--- src/rtl/sif_wr_bridge.sv ---
// Host write/read bridge: host writes are buffered in a FIFO and drained to one of NCH
// write-out channels under per-channel backpressure; reads come from a shadow register bank.
module sif_wr_bridge #(
  parameter int AW    = 16,
  parameter int DW    = 16,
  parameter int DEPTH = 4,
  parameter int NCH   = 2,
  parameter int NREG  = 16
) (
  input  logic           clk,
  input  logic           rst,
  input  logic           xa_wr_s,
  input  logic           xa_rd_s,
  input  logic [AW-1:0]  xa_addr,
  input  logic [DW-1:0]  xa_data_wr,
  output logic           xa_ready,
  output logic [DW-1:0]  xa_data_rd,
  output logic           xa_rd_valid,
  output logic           xa_ovf,
  output logic [7:0]     drop_cnt,
  output logic [NCH-1:0] wa_wr_s,
  input  logic [NCH-1:0] wa_ready,
  output logic [AW-1:0]  wa_addr,
  output logic [DW-1:0]  wa_data_wr,
  output logic           drain_state
);

  localparam int CW = (NCH > 1) ? $clog2(NCH) : 0;
  localparam int PW = $clog2(DEPTH);
  localparam int IW = $clog2(NREG);

  // Handshake: a word leaves when wa_wr_s[ch] and wa_ready[ch] are both high at a rising edge.
  typedef enum logic {IDLE = 1'b0, SEND = 1'b1} state_t;
  state_t state;

  logic [AW+DW-1:0] mem [DEPTH];
  logic [DW-1:0]    shadow [NREG];
  logic [PW-1:0]    wr_ptr, rd_ptr;
  logic [PW:0]      count;
  logic             full, push, pop, out_done;
  logic [AW+DW-1:0] head;
  logic [AW-1:0]    head_addr;
  logic [DW-1:0]    head_data;
  logic [NCH-1:0]   head_oh;
  logic [IW-1:0]    idx;

  assign full        = (count == (PW+1)'(DEPTH));
  assign xa_ready    = !full;
  assign push        = xa_wr_s && !full;
  assign idx         = xa_addr[IW-1:0];
  assign head        = mem[rd_ptr];
  assign head_addr   = head[AW+DW-1:DW];
  assign head_data   = head[DW-1:0];
  assign drain_state = (state == SEND);

  // A word routed to a channel index >= NCH has an all-zero strobe and is retired at once.
  assign out_done = (state == SEND) && (((wa_wr_s & wa_ready) != '0) || (wa_wr_s == '0));
  assign pop      = (count != '0) && ((state == IDLE) || out_done);

  generate
    if (NCH > 1) begin : g_multi
      always_comb begin
        head_oh = '0;
        for (int i = 0; i < NCH; i++)
          if (int'(head_addr[AW-1 -: CW]) == i) head_oh[i] = 1'b1;
      end
    end else begin : g_single
      assign head_oh = 1'b1;
    end
  endgenerate

  always_ff @(posedge clk) begin
    if (push) mem[wr_ptr] <= {xa_addr, xa_data_wr};
  end

  always_ff @(posedge clk or posedge rst) begin
    if (rst) begin
      state       <= IDLE;
      wr_ptr      <= '0;
      rd_ptr      <= '0;
      count       <= '0;
      wa_wr_s     <= '0;
      wa_addr     <= '0;
      wa_data_wr  <= '0;
      xa_rd_valid <= 1'b0;
      xa_ovf      <= 1'b0;
      xa_data_rd  <= '0;
      drop_cnt    <= '0;
      for (int i = 0; i < NREG; i++) shadow[i] <= '0;
    end else begin
      if (push) begin
        wr_ptr      <= wr_ptr + PW'(1);
        shadow[idx] <= xa_data_wr;
      end
      if (pop) rd_ptr <= rd_ptr + PW'(1);
      unique case ({push, pop})
        2'b10:   count <= count + (PW+1)'(1);
        2'b01:   count <= count - (PW+1)'(1);
        default: ;
      endcase

      xa_ovf <= xa_wr_s && full;
      if (xa_wr_s && full && drop_cnt != 8'hFF) drop_cnt <= drop_cnt + 8'd1;

      // Reads share xa_addr with writes, so an accepted write always targets the read index.
      xa_rd_valid <= xa_rd_s;
      if (xa_rd_s) xa_data_rd <= push ? xa_data_wr : shadow[idx];

      if (pop) begin
        state      <= SEND;
        wa_addr    <= head_addr;
        wa_data_wr <= head_data;
        wa_wr_s    <= head_oh;
      end else if (out_done) begin
        state   <= IDLE;
        wa_wr_s <= '0;
      end
    end
  end

endmodule

--- config.mk ---
export PLATFORM = sky130hd
export DESIGN_NAME = sif_wr_bridge
export DESIGN_NICKNAME = d
export VERILOG_FILES = /design/src/rtl/sif_wr_bridge.sv
export SDC_FILE = /design/constraint.sdc
export NUM_CORES = 1
export LEC_CHECK = 0
export CORE_ASPECT_RATIO = 1.25
export CORE_MARGIN = 4
export CORE_UTILIZATION = 35
export CTS_CLUSTER_DIAMETER = 50
export CTS_CLUSTER_SIZE = 40
export DETAILED_ROUTE_END_ITERATION = 12
export PLACE_DENSITY = 0.5
export SKIP_CTS_REPAIR_TIMING = 1
export SYNTH_ARGS = -nofsm -noshare
export SYNTH_HDL_FRONTEND = slang
export SYNTH_SLANG_ARGS = --single-unit
--- constraint.sdc ---
create_clock -name clk -period 32.4 [get_ports clk]
set_input_delay 6.48 -clock clk [delete_from_list [all_inputs] [get_ports clk]]
set_output_delay 6.48 -clock clk [all_outputs]
set_load 0.03 [all_outputs]
### Yosys cells after proc, flatten, opt, wreduce, memory -nomap -nowiden

Memories as Yosys holds them, arrays and structs flattened.
Cells that the tools add are included.

* register bits: 324
* bits in latches: 0
* RAM bits: 128
* ROM bits: 0
* input bits: 38
* memories kept: 1

Memory list
* mem: depth 4, width 32, rd ports 1, clocked after Yosys merged registers in 0, wr ports 1, RTL line 36 `logic [AW+DW-1:0] mem [DEPTH];`

* $add $sub $neg: 5
* multipliers: 0
* div/mod/pow operators: 0
* $lt $le $gt $ge: 2
* eq/ne operators: 4
* shifts and indexed selects: 0
* multiplexer cells: 16
* bitwise operators: 3
* reduce and logical (&&, ||, !) cells: 14

Operator list (number)
* bitwise mux 256 bit: 1
* binary-select mux 16 bit (select 4 bit): 1
* demux 16 bit (select 4 bit): 1
* 2-to-1 mux 16 bit: 4
* adder 8 x 1 -> 8 bit, second input constant: 1
* != test 8 bit, second input constant: 1
* logical AND 1 bit: 6
* 2-to-1 mux 1 bit: 6
* one-hot mux 3 bit (2 select lines): 1
* nonzero test 2 bit: 3
* greater-or-equal comparator 5 bit, second input constant: 1
* less-than comparator 5 x 1 -> 1 bit, second input constant: 1
* inverter 4 -> 5 bit: 1
* adder 2 x 1 -> 2 bit, second input constant: 2
* 2-to-1 mux 2 bit: 2
* adder 3 x 1 -> 3 bit, second input constant: 1
* equality test 3 bit, second input constant: 1
* nonzero test 3 bit: 1
* subtractor 3 x 1 -> 3 bit, second input constant: 1
* bitwise AND 2 bit: 1
* equality test 2 x 1 -> 1 bit, second input constant: 1
* equality test 2 bit, second input constant: 1
* logical NOT 2 bit: 1
* logical OR 1 bit: 2
* other kinds (2): 2

### Logic depth before layout (Yosys ltp)

Gate-level depths: netlist (run 1).

* depth in word-level cells: 8
* mapped depth: 9
* mapped depth without buffers: 8

### Worst setup path before layout (run 1)

No wires, ideal clock.

* path kind: input -> register
* start: in wa_ready[0]
* end: reg count[2]
* arrival: 8.153 ns
* data required time: 32.275 ns
* slack: 24.122 ns
* stages on the path: 9
* cell sequence: a22oi_1 -> a31oi_1 -> buf_2 -> buf_2 -> ha_1 -> fa_1 -> xnor2_1 -> nor2_1 -> xor2_1

* word-level cells in the longest chain between the ends: 8
* elaborated cells on any way between the ends: 10
* those cells by class: eq/ne: 2; mux: 1; bitwise: 1; reduce/logical: 6

Ends and longest elaborated chain
* start, declared: RTL line 22 `input logic [NCH-1:0] wa_ready,`
* bitwise AND 2 bit (*): RTL line 57 `assign out_done = (state == SEND) && (((wa_wr_s & wa_ready) != '0) || (wa_wr_s == '0));`
* nonzero test 2 bit (*): RTL line 57
* logical OR 1 bit (*): RTL line 57
* logical AND 1 bit (*): RTL line 57
* logical OR 1 bit (*): RTL line 58 `assign pop = (count != '0) && ((state == IDLE) || out_done);`
* logical AND 1 bit (*): RTL line 58
* via pop: RTL line 40 `logic full, push, pop, out_done;`
* equality test 2 x 1 -> 1 bit / equality test 2 bit (equally long branches): RTL line 96 `unique case ({push, pop})`
* one-hot mux 3 bit (2 select lines) / nonzero test 2 bit (equally long branches)
* end signal, assigned: RTL line 97 `2'b10: count <= count + (PW+1)'(1);`
* end signal, assigned: RTL line 98 `2'b01: count <= count - (PW+1)'(1);`
* end, declared: RTL line 39 `logic [PW:0] count;`

The timed path passes the listed nets; every way through them passes the cells marked *.
A chain may end at the register's enable or synchronous reset.

### Final worst setup path (run 1)

* start: in xa_addr[1]
* end: reg shadow[83] (netlist name)

* word-level cells in the longest chain between the ends: 6
* elaborated cells on any way between the ends: 7
* those cells by class: order compare: 2; mux: 3; bitwise: 1; reduce/logical: 1

Ends and longest elaborated chain
* start, declared: RTL line 14 `input logic [AW-1:0] xa_addr,`
* inverter 4 -> 5 bit (implied by the code) (*): RTL line 93 `shadow[idx] <= xa_data_wr;`
* greater-or-equal comparator 5 bit (implied by the code) / less-than comparator 5 x 1 -> 1 bit (equally long branches): RTL line 93
* logical AND 1 bit (implied by the code): RTL line 93
* 2-to-1 mux 16 bit (implied by the code): RTL line 93
* demux 16 bit (select 4 bit) (*): RTL line 93
* bitwise mux 256 bit (*): RTL line 93
* end signal, assigned by index: RTL line 93
* end, declared: RTL line 37 `logic [DW-1:0] shadow [NREG];`

Mark *: on every way between the ends. The rest lies on a longest branch, timed or not.

==> summary.txt, run 1 <==
Logic synthesis
  – Yosys reg bits: 452
  – Yosys warns: 0
  – Main synth FF type: dfrtp_1
  – Synth area leader: dfrtp_1
  – Syn nets: 1235
  – Post-synth top area share: 0.411
  – Most common cell in the netlist: dfrtp_1
  – Synth Cell Area: 19700 µm²
  – Post-synth EDFFs: 128
  – Post-Syn Instances: approximately 1.2k
  – Cell variety after synth: 49
  – Syn Area/Cell: roughly 17 µm²
  – Most frequent cells after synthesis: dfrtp_1 (324), mux2_2 (219), edfxtp_1 (128)
  – Asr flop ratio synth: 0.717
  – Largest cells by area after synthesis: dfrtp_1 (41%), edfxtp_1 (19%), mux2_2 (12%), mux4_2 (5.5%), mux2_4 (5.3%)
  – Sequential element share of the synthesized area: 0.605

Cells and area
  – Final nets: about 1.3k
  – Layout Cells excl Fill: 2035
  – Area grow syn2layout: 14.4%
  – Finished Cell Area: 22600 µm²
  – Layout cells sized above 1: 0.353
  – Antenna cells: 0

Placement
  – Area after DPL: 21100 µm²
  – Gpl congestion: 0.723
  – DP Cell Count: 1959
  – Count of input and output buffers: 99
  – DP Worst Slack: 22.50 ns
  – Final HPWL DP: roughly 26000 µm

STA
  – Max Freq: between 100 and 150 MHz
  – Clk_skew: 0.0298 ns
  – Final setup violation count: 0
  – Fin crit share: 0.285
  – Final Hold Fails: 0
  – Worst setup margin: 23.16 ns
  – Post-route minimum period: 9.24 ns
  – Unrepaired setup endpoints after global routing: no
  – Max Slew Vio Count: 0
  – Worst hold slack: 0.499 ns
  – Worst Max-Slew Pin Slew: approximately 1.2 ns
  – Rel. slew slack: 0.232
  – Setup TNS: 0 ns

Die
  – # rows: just under 100
  – Die area: approximately 60000 µm²
  – Die width: roughly 220 µm
  – Die Y: 274 µm
  – Num ports: 100
  – CORE AREA: 55900 µm²
  – Starting Density: 0.353

Route
  – WL/cell: 21.5 µm
  – Pre-antenna DRT Iters: 4
  – Wirelength, routed: about 44000 µm
  – Via count: 10.3k
  – Remaining antenna violation count after routing: 0
  – Via-to-Cell Ratio: 5.04
  – Initial DRC count: slightly above 600
  – DRC viols: 0

Power
  – VDD IR max: approximately 0.036 mV
  – Power per cell area: 87.3 nW/µm²
  – Lkg Pwr: 9.30 nW

Setup path
  – CP max FO: 46
  – Worst EP required: around 33 ns
  – CP Launch Type: input pin
  – Worst reg2reg startpoint: count[2]
  – CP Capture Type: flip-flop
  – CP Data Arrival Time: 9.66 ns
  – WS Path Type: in2reg
  – Critical path launch point: xa_addr[1]

Clocking
  – Root Buffer: clkbuf_16
  – TritonCTS buffer count: 41
  – Max H-tree Level: 2
  – Reg clk slew, reported paths: roughly 0.070 ns
  – Sink Count: ~450
  – CTS tree: done
  – CTS max path bufs: 3
  – Clk_lat worst skew: 0.57 ns

Global routing
  – GR Overflow Total: 0
  – First-pass GRT wire length: 67800 µm
  – GRT Overall Usage: 0.146
  – Largest net degree at the start of global routing: between 100 and 150
  – Initial antenna violation count: 0
  – Vias in the first global route: between 10k and 15k

Hold path
  – Min-delay src: drop_cnt[5]
  – HP Class: reg2reg

Flow run
  – Max-Cap Viols: 0

Run status
  – Outcome: finished, final reports clean
[kinds of logic (layout without fill, tap and decap cells)]
| family | after synthesis | in the layout | synth area share |
|---|---|---|---|
| fa+ha+maj | 7 | 7 | 0.00482 |
| compound gates | 106 | 106 | 0.0344 |
| mux | 434 | 434 | 0.282 |
| flops | 452 | 452 | 0.605 |
| simple gates | 86 | 86 | 0.0335 |
| buf+inv | 92 | 195 | 0.0340 |
| xor+xnor | 13 | 13 | 0.00577 |
[metrics by stage]
stage                     power [W]  utilization
final                       0.00197        0.404
after global placement      0.00146        0.378
after global routing        0.00208        0.404
after detailed placement    0.00148        0.378
after CTS                   0.00201        0.404
after floorplan             0.00130            -
[registers in the layout, summed over array words and instances, names as in the netlist, 2 cells and up]
register	count
rd_ptr	2
shadow	256
wa_wr_s	2
wa_addr	16
mem	128
count	3
wa_data_wr	16
drop_cnt	8
wr_ptr	2
xa_data_rd	16
[critical path: stages]
cell     delay [ns]
buf_4          0.59
buf_4          0.82
nor2b_1        0.64
nand3_2        0.61
mux2_2         0.47
[final timing paths]
path                               end  slack (ns)  cells after the start
max in group asynchronous   shadow[19]       23.49                      4
min in group asynchronous  shadow[252]        6.49                      2
hold reg to reg            drop_cnt[5]        0.50                      1
hold / removal             drop_cnt[5]        0.50                      1
setup / recovery            shadow[83]       23.16                      5
setup reg to reg              count[2]       29.12                      8
[metal layers]
layer / vias up / part of all wire / wire, µm / GRT usage
met4: 0 / 0.022 / 951 / 0.0385
met2: 154 / 0.50 / 21800 / 0.250
met1: 5417 / 0.44 / 19400 / 0.194
li1: 4629 / - / - / -
met5: - / 0 / 0 / 0
met3: 56 / 0.035 / 1550 / 0.0212
[cells in the final DEF (no fill, tap or decap), types with 7 or more instances in the layout]
| master | netlist | final |
|---|---|---|
| mux2_4 | 70 | 70 |
| mux2_2 | 219 | 219 |
| nand2b_1 | 16 | 16 |
| a31oi_1 | 17 | 16 |
| nor2_1 | 22 | 22 |
| xnor2_1 | 7 | 7 |
| a221oi_1 | 16 | 16 |
| o21ai_0 | 22 | 22 |
| clkbuf_16 | 0 | 44 |
| nand3_4 | 7 | 7 |
| o22ai_1 | 48 | 48 |
| inv_6 | 0 | 7 |
| clkinv_4 | 0 | 9 |
| edfxtp_1 | 128 | 128 |
| buf_4 | 10 | 14 |
| mux4_2 | 48 | 48 |
| mux2i_1 | 97 | 97 |
| dfrtp_1 | 324 | 323 |
| clkdlybuf4s50_1 | 0 | 97 |
[power by group]
part | switching (W) | total, W | internal [W]
sequential | 0.0000982 | 0.000881 | 0.000783
clock | 0.000236 | 0.000522 | 0.000286
combinational | 0.000258 | 0.000568 | 0.000310
[layout make-up]
cell class	instances	area [µm²]
Fill cell	5109	33400
Tap cell	742	928
Sequential cell	452	12000
Timing Repair Buffer	111	1080
Clock inverter	27	319
Clock buffer	49	1140
Multi-Input combinational cell	646	7140
Inverter	8	37.5
Power figures use the tool's default switching activity.
==> inputs of run 2 (changes only) <==
Settings changed: PLACE_DENSITY 0.5 to 0.52.
Clock period 32.4 ns to 7.8 ns, I/O delays scaled along.
==> run 2 against run 1 <==
Global-route usage grew 0.23 points; clock power rose to 4.4 times the previous value; total power grew to 4.2 times the previous value; final cell count up 0.34%; non-clock buffer count up 2; highest routed layer unchanged.
==> summary.txt, run 2 (synthesis results as in run 1) <==
STA
  – Final Hold Fails: 0
  – Max Slew Vio Count: 0
  – Final setup violation count: 0
  – Clk_skew: 0.0323 ns
  – Unrepaired setup endpoints after global routing: no
  – Rel. slew slack: 0.353
  – Post-route minimum period: 4.11 ns
  – Max Freq: 243 MHz
  – Worst Max-Slew Pin Slew: between 0.9 and 1 ns
  – Setup TNS: 0 ns
  – Fin crit share: 0.527

Power
  – Sw Ratio: 0.295
  – Clock power frac: 0.278
  – Comb power frac: 0.283
  – Internal power: ~0.006 W
  – Lkg Pwr: around 9.4 nW
  – Net Switching: 0.00247 W
  – Power per cell area: 367 nW/µm²
  – Seq pwr share: 0.440
  – VDD IR max: 0.216 mV

Setup path
  – CP Data Arrival Time: 4.57 ns
  – Endpoint of the worst register-to-register path: count[2]
  – CP peak stage delay: 0.70 ns
  – R2r worst-path depth: 8
  – CP max FO: 20
  – CP Capture Type: flip-flop
  – Worst EP required: 8.27 ns
  – Worst reg2reg startpoint: count[2]
  – Flop2flop setup slack: about 4.6 ns
  – CP max stage cell: clkinv_1
  – Worst-path cell chain: clkdlybuf4s50_1, and2_4, clkinv_1, ha_1, fa_1, xnor2_1, nor2_1, xor2_1
  – CP Launch Type: input pin
  – WS Path Type: in2reg

Cells and area
  – Fill count: 5142
  – Antenna cells: 0
  – Layout Cells excl Fill: 2042
  – Largest Register: shadow
  – FF+latch area: 12000 µm²
  – Top flop regs: shadow: 256 flops, mem: 128 flops
  – Commonest cells after routing, fill and taps aside: dfrtp_1 (323), mux2_2 (219), edfxtp_1 (128)
  – Final nets: between 1k and 1.5k
  – Area grow syn2layout: 15.2%
  – Max reg flops: between 200 and 300
  – Commonest non-fill, non-tap cell in the layout: dfrtp_1
  – Multi-input logic area: 7140 µm²
  – Layout cells sized above 1: 0.358

Die
  – # rows: 97
  – Die width: around 220 µm
  – Num ports: 100
  – Die area: 60300 µm²
  – Starting Density: 0.353
  – CORE AREA: 55900 µm²
  – Die Y: roughly 270 µm

Global routing
  – GRT Overall Usage: 0.148
  – Vias in the first global route: 11.2k
  – Initial antenna violation count: 0
  – First-pass GRT wire length: a little under 70000 µm
  – Largest net degree at the start of global routing: 137
  – GR Overflow Total: 0

Placement
  – Final HPWL DP: 26600 µm
  – Count of input and output buffers: 99
  – Gpl congestion: 0.739
  – DP Cell Count: 1961

Clocking
  – Clk_lat worst skew: 0.58 ns
  – Sink Count: 452
  – Root Buffer: clkbuf_16
  – Max H-tree Level: 2
  – CTS tree: done
  – TritonCTS buffer count: 44
  – CTS max path bufs: 3
  – Reg clk slew, reported paths: 0.07 ns

Route
  – WL/cell: 21.6 µm
  – Via-to-Cell Ratio: 5.06
  – Remaining antenna violation count after routing: 0
  – Via count: between 10k and 15k
  – Pre-antenna DRT Iters: 4
  – DRC viols: 0
  – Initial DRC count: roughly 560
  – Wirelength, routed: 44200 µm

Hold path
  – Hold Path Depth: 1
  – Min-Delay Endpoint: drop_cnt[5]
  – Min-delay src: drop_cnt[5]
  – HP Class: reg2reg

Flow run
  – Max-Cap Viols: 0

Run status
  – Outcome: finished, final reports clean
[run 2: changes by cell type in the layout (fill, tap and decap cells not counted)]
cell | previous run | this run
clkbuf_1 | 3 | 1
inv_8 | 4 | 1
inv_4 | 1 | 2
clkinvlp_4 | 1 | 5
inv_6 | 7 | 9
buf_12 | 0 | 1
buf_4 | 14 | 15
clkinv_2 | 1 | 3
bufinv_16 | 3 | 6
clkinv_8 | 1 | 0
clkinv_4 | 9 | 4
clkbuf_8 | 2 | 5
clkbuf_16 | 44 | 46
inv_16 | 1 | 0
[run 2: critical path, delay by kind of cell]
family	cells	cell delay (ns)
simple gates	2	0.55
xor+xnor	2	0.29
buf+inv	2	1.26
fa+ha+maj	2	0.90
[run 2: how the worst max path moves through the flow]
stage	from	end	slack, ns
floorplan	rst	count[0]	1.92
global placement	xa_wr_s	count[2]	3.15
detailed placement	xa_wr_s	count[2]	3.11
CTS	xa_wr_s	count[2]	3.75
global route	xa_wr_s	count[2]	3.59
finish	xa_wr_s	count[2]	3.69
[run 2: final cells by class]
type | count | share of cell area
sequential | 452 | 0.526
clock buffer | 52 | 0.0538
multi-input combinational | 646 | 0.314
clock inverter | 29 | 0.0160
tap | 742 | 0.0408
timing repair buffer | 113 | 0.0485
inverter | 8 | 0.00149
[run 2: power by group through the flow]
stage	logic, W	clock network (W)	registers (W)
floorplan	0.00158	0	0.00381
global placement	0.00238	0	0.00369
finish	0.00236	0.00232	0.00367
CTS	0.00242	0.00240	0.00369
global route	0.00257	0.00250	0.00378
detailed placement	0.00241	0	0.00373
[run 2: metrics by stage]
step                      cell area, µm²  worst slack, ns  utilization  power (W)  hold slack (ns)
final                              22700             3.69        0.406    0.00836            0.498
after global routing               22700             3.59        0.406    0.00884            0.508
after CTS                          22700             3.75        0.406    0.00850            0.501
after detailed placement           21200             3.11        0.378    0.00614            0.487
after global placement             21200             3.15        0.378    0.00607            0.482
after floorplan                    19700             1.92            -    0.00540            0.470
[run 2: layer usage]
metal  GRT usage  wire, µm
met1       0.199     19600
met5           0         0
met3      0.0256      1540
met4      0.0365       931
met2       0.250     22000
==> inputs of run 3 (changes only) <==
Settings changed: PLACE_DENSITY 0.52 to 0.5.
Clock period 7.8 ns to 3.9 ns, I/O delays scaled along.
==> run 3 against run 2 <==
Clock skew shrank 0.013 ns; wire length grew 2.6%; first-iteration DRC count shrank 7.3%; global-route usage grew 0.35 points; critical endpoint is now xa_ready.
==> summary.txt, run 3 (synthesis results as in run 1) <==
Placement
  – Gpl congestion: between 0.7 and 0.8
  – Final HPWL DP: 28300 µm
  – Count of input and output buffers: 99
  – DP Worst Slack: 0.726 ns

STA
  – Worst Max-Slew Pin Slew: 0.965 ns
  – Max Slew Vio Count: 0
  – Post-route minimum period: between 2 and 3 ns
  – Setup TNS: 0 ns
  – Worst setup margin: 1.06 ns
  – Max Freq: 352 MHz
  – Final Hold Fails: 0
  – Rel. slew slack: 0.355
  – Clk_skew: 0.0190 ns
  – Unrepaired setup endpoints after global routing: no
  – Final setup violation count: 0
  – Fin crit share: 0.728

Die
  – Num ports: 100
  – # rows: 97
  – Die area: 60300 µm²
  – Die Y: between 200 and 300 µm
  – Starting Density: 0.353
  – CORE AREA: 55900 µm²
  – Die width: roughly 220 µm

Cells and area
  – Largest Register: shadow
  – Layout cells sized above 1: 0.364
  – Commonest cells after routing, fill and taps aside: dfrtp_1 (323), mux2_2 (219), edfxtp_1 (128)
  – Final nets: 1327
  – Antenna cells: 0
  – Area grow syn2layout: 16.1%
  – Commonest non-fill, non-tap cell in the layout: dfrtp_1
  – Fill count: slightly above 5k
  – Top flop regs: shadow: 256 flops, mem: 128 flops
  – Max reg flops: 256

Route
  – Initial DRC count: 517
  – DRC viols: 0
  – Wirelength, routed: 45300 µm
  – Via-to-Cell Ratio: 5.11
  – WL/cell: 22.0 µm
  – Via count: 10.5k
  – Remaining antenna violation count after routing: 0
  – Pre-antenna DRT Iters: 6

Setup path
  – Worst-path cell chain: or3b_4, clkdlybuf4s50_1
  – CP Capture Type: output port
  – CP max stage cell: clkdlybuf4s50_1
  – CP Data Arrival Time: 2.06 ns
  – CP max FO: 6
  – CP peak stage delay: 0.61 ns
  – WS Path Type: reg2out
  – CP Launch Type: flip-flop
  – Worst EP required: between 3 and 4 ns

Clocking
  – TritonCTS buffer count: 43
  – CTS max path bufs: 3
  – Root Buffer: clkbuf_16
  – Max H-tree Level: 2
  – Clk_lat worst skew: 0.57 ns
  – Sink Count: between 400 and 500
  – Reg clk slew, reported paths: 0.07 ns
  – CTS tree: done

Power
  – Lkg Pwr: 9.47 nW
  – VDD IR max: 0.286 mV
  – PnR Total Power: between 0.015 and 0.02 W
  – Power per cell area: 728 nW/µm²

Run status
  – Outcome: finished, final reports clean

Global routing
  – GR Overflow Total: 0
  – GRT Overall Usage: 0.152
  – Largest net degree at the start of global routing: 110
  – Vias in the first global route: 11.2k
  – Initial antenna violation count: 0
  – First-pass GRT wire length: 70300 µm

Hold path
  – HP Class: reg2reg

Flow run
  – Max-Cap Viols: 0
## run 3: cell types whose count changed in the layout (fill, tap and decap cells not counted), moves of 4 or more
cell / change
clkinvlp_4: -4
buf_12: +6
inv_8: +5
buf_4: +12
clkinv_8: +5
## run 3: through the flow
step / std cells / hold WS, ns / area [µm²] / util
after floorplan: 1190 / 0.470 / 19700 / -
after global placement: 1979 / 0.482 / 21400 / 0.382
after detailed placement: 1979 / 0.488 / 21400 / 0.382
after CTS: 2057 / 0.505 / 22900 / 0.410
after global routing: 2057 / 0.512 / 22900 / 0.410
final: 2057 / 0.503 / 22900 / 0.410
## run 3: path summary, 6_finish.rpt
kind | from | endpoint | slack (ns) | cells after the start
max | count[0] | xa_ready | 1.06 | 2
min | shadow[222] | shadow[222] | 0.50 | 1
max reg2reg | count[2] | shadow[70] | 1.47 | 5
min reg2reg | shadow[222] | shadow[222] | 0.50 | 1
max in group asynchronous | rst | shadow[51] | 2.22 | 3
min in group asynchronous | rst | wa_addr[1] | 0.64 | 2
## run 3: area by class of cell
cell class | count | area [µm²] | area share
sequential | 452 | 12000 | 0.521
multi-input combinational | 646 | 7140 | 0.311
timing repair buffer | 131 | 1310 | 0.0573
clock buffer | 49 | 1180 | 0.0515
tap | 742 | 928 | 0.0405
clock inverter | 29 | 382 | 0.0166
inverter | 8 | 33.8 | 0.00147
## run 3: routing by layer
layer | part of all wire | track usage | wire length [µm]
met1 | 0.45 | 0.205 | 20300
met2 | 0.49 | 0.255 | 22300
met3 | 0.037 | 0.0246 | 1660
met4 | 0.022 | 0.0379 | 975
met5 | 0 | 0 | 0
## run 3: worst max-delay path: cells and delay by family (launching register included)
family	cells	cell delay (ns)
buffers and inverters	1	0.61
DFF	1	0.45
and+or+nand+nor	1	0.43
## run 3: power by group
group	switching, W	internal, W
combinational	0.00218	0.00264
clock	0.00204	0.00249
sequential	0.000845	0.00650
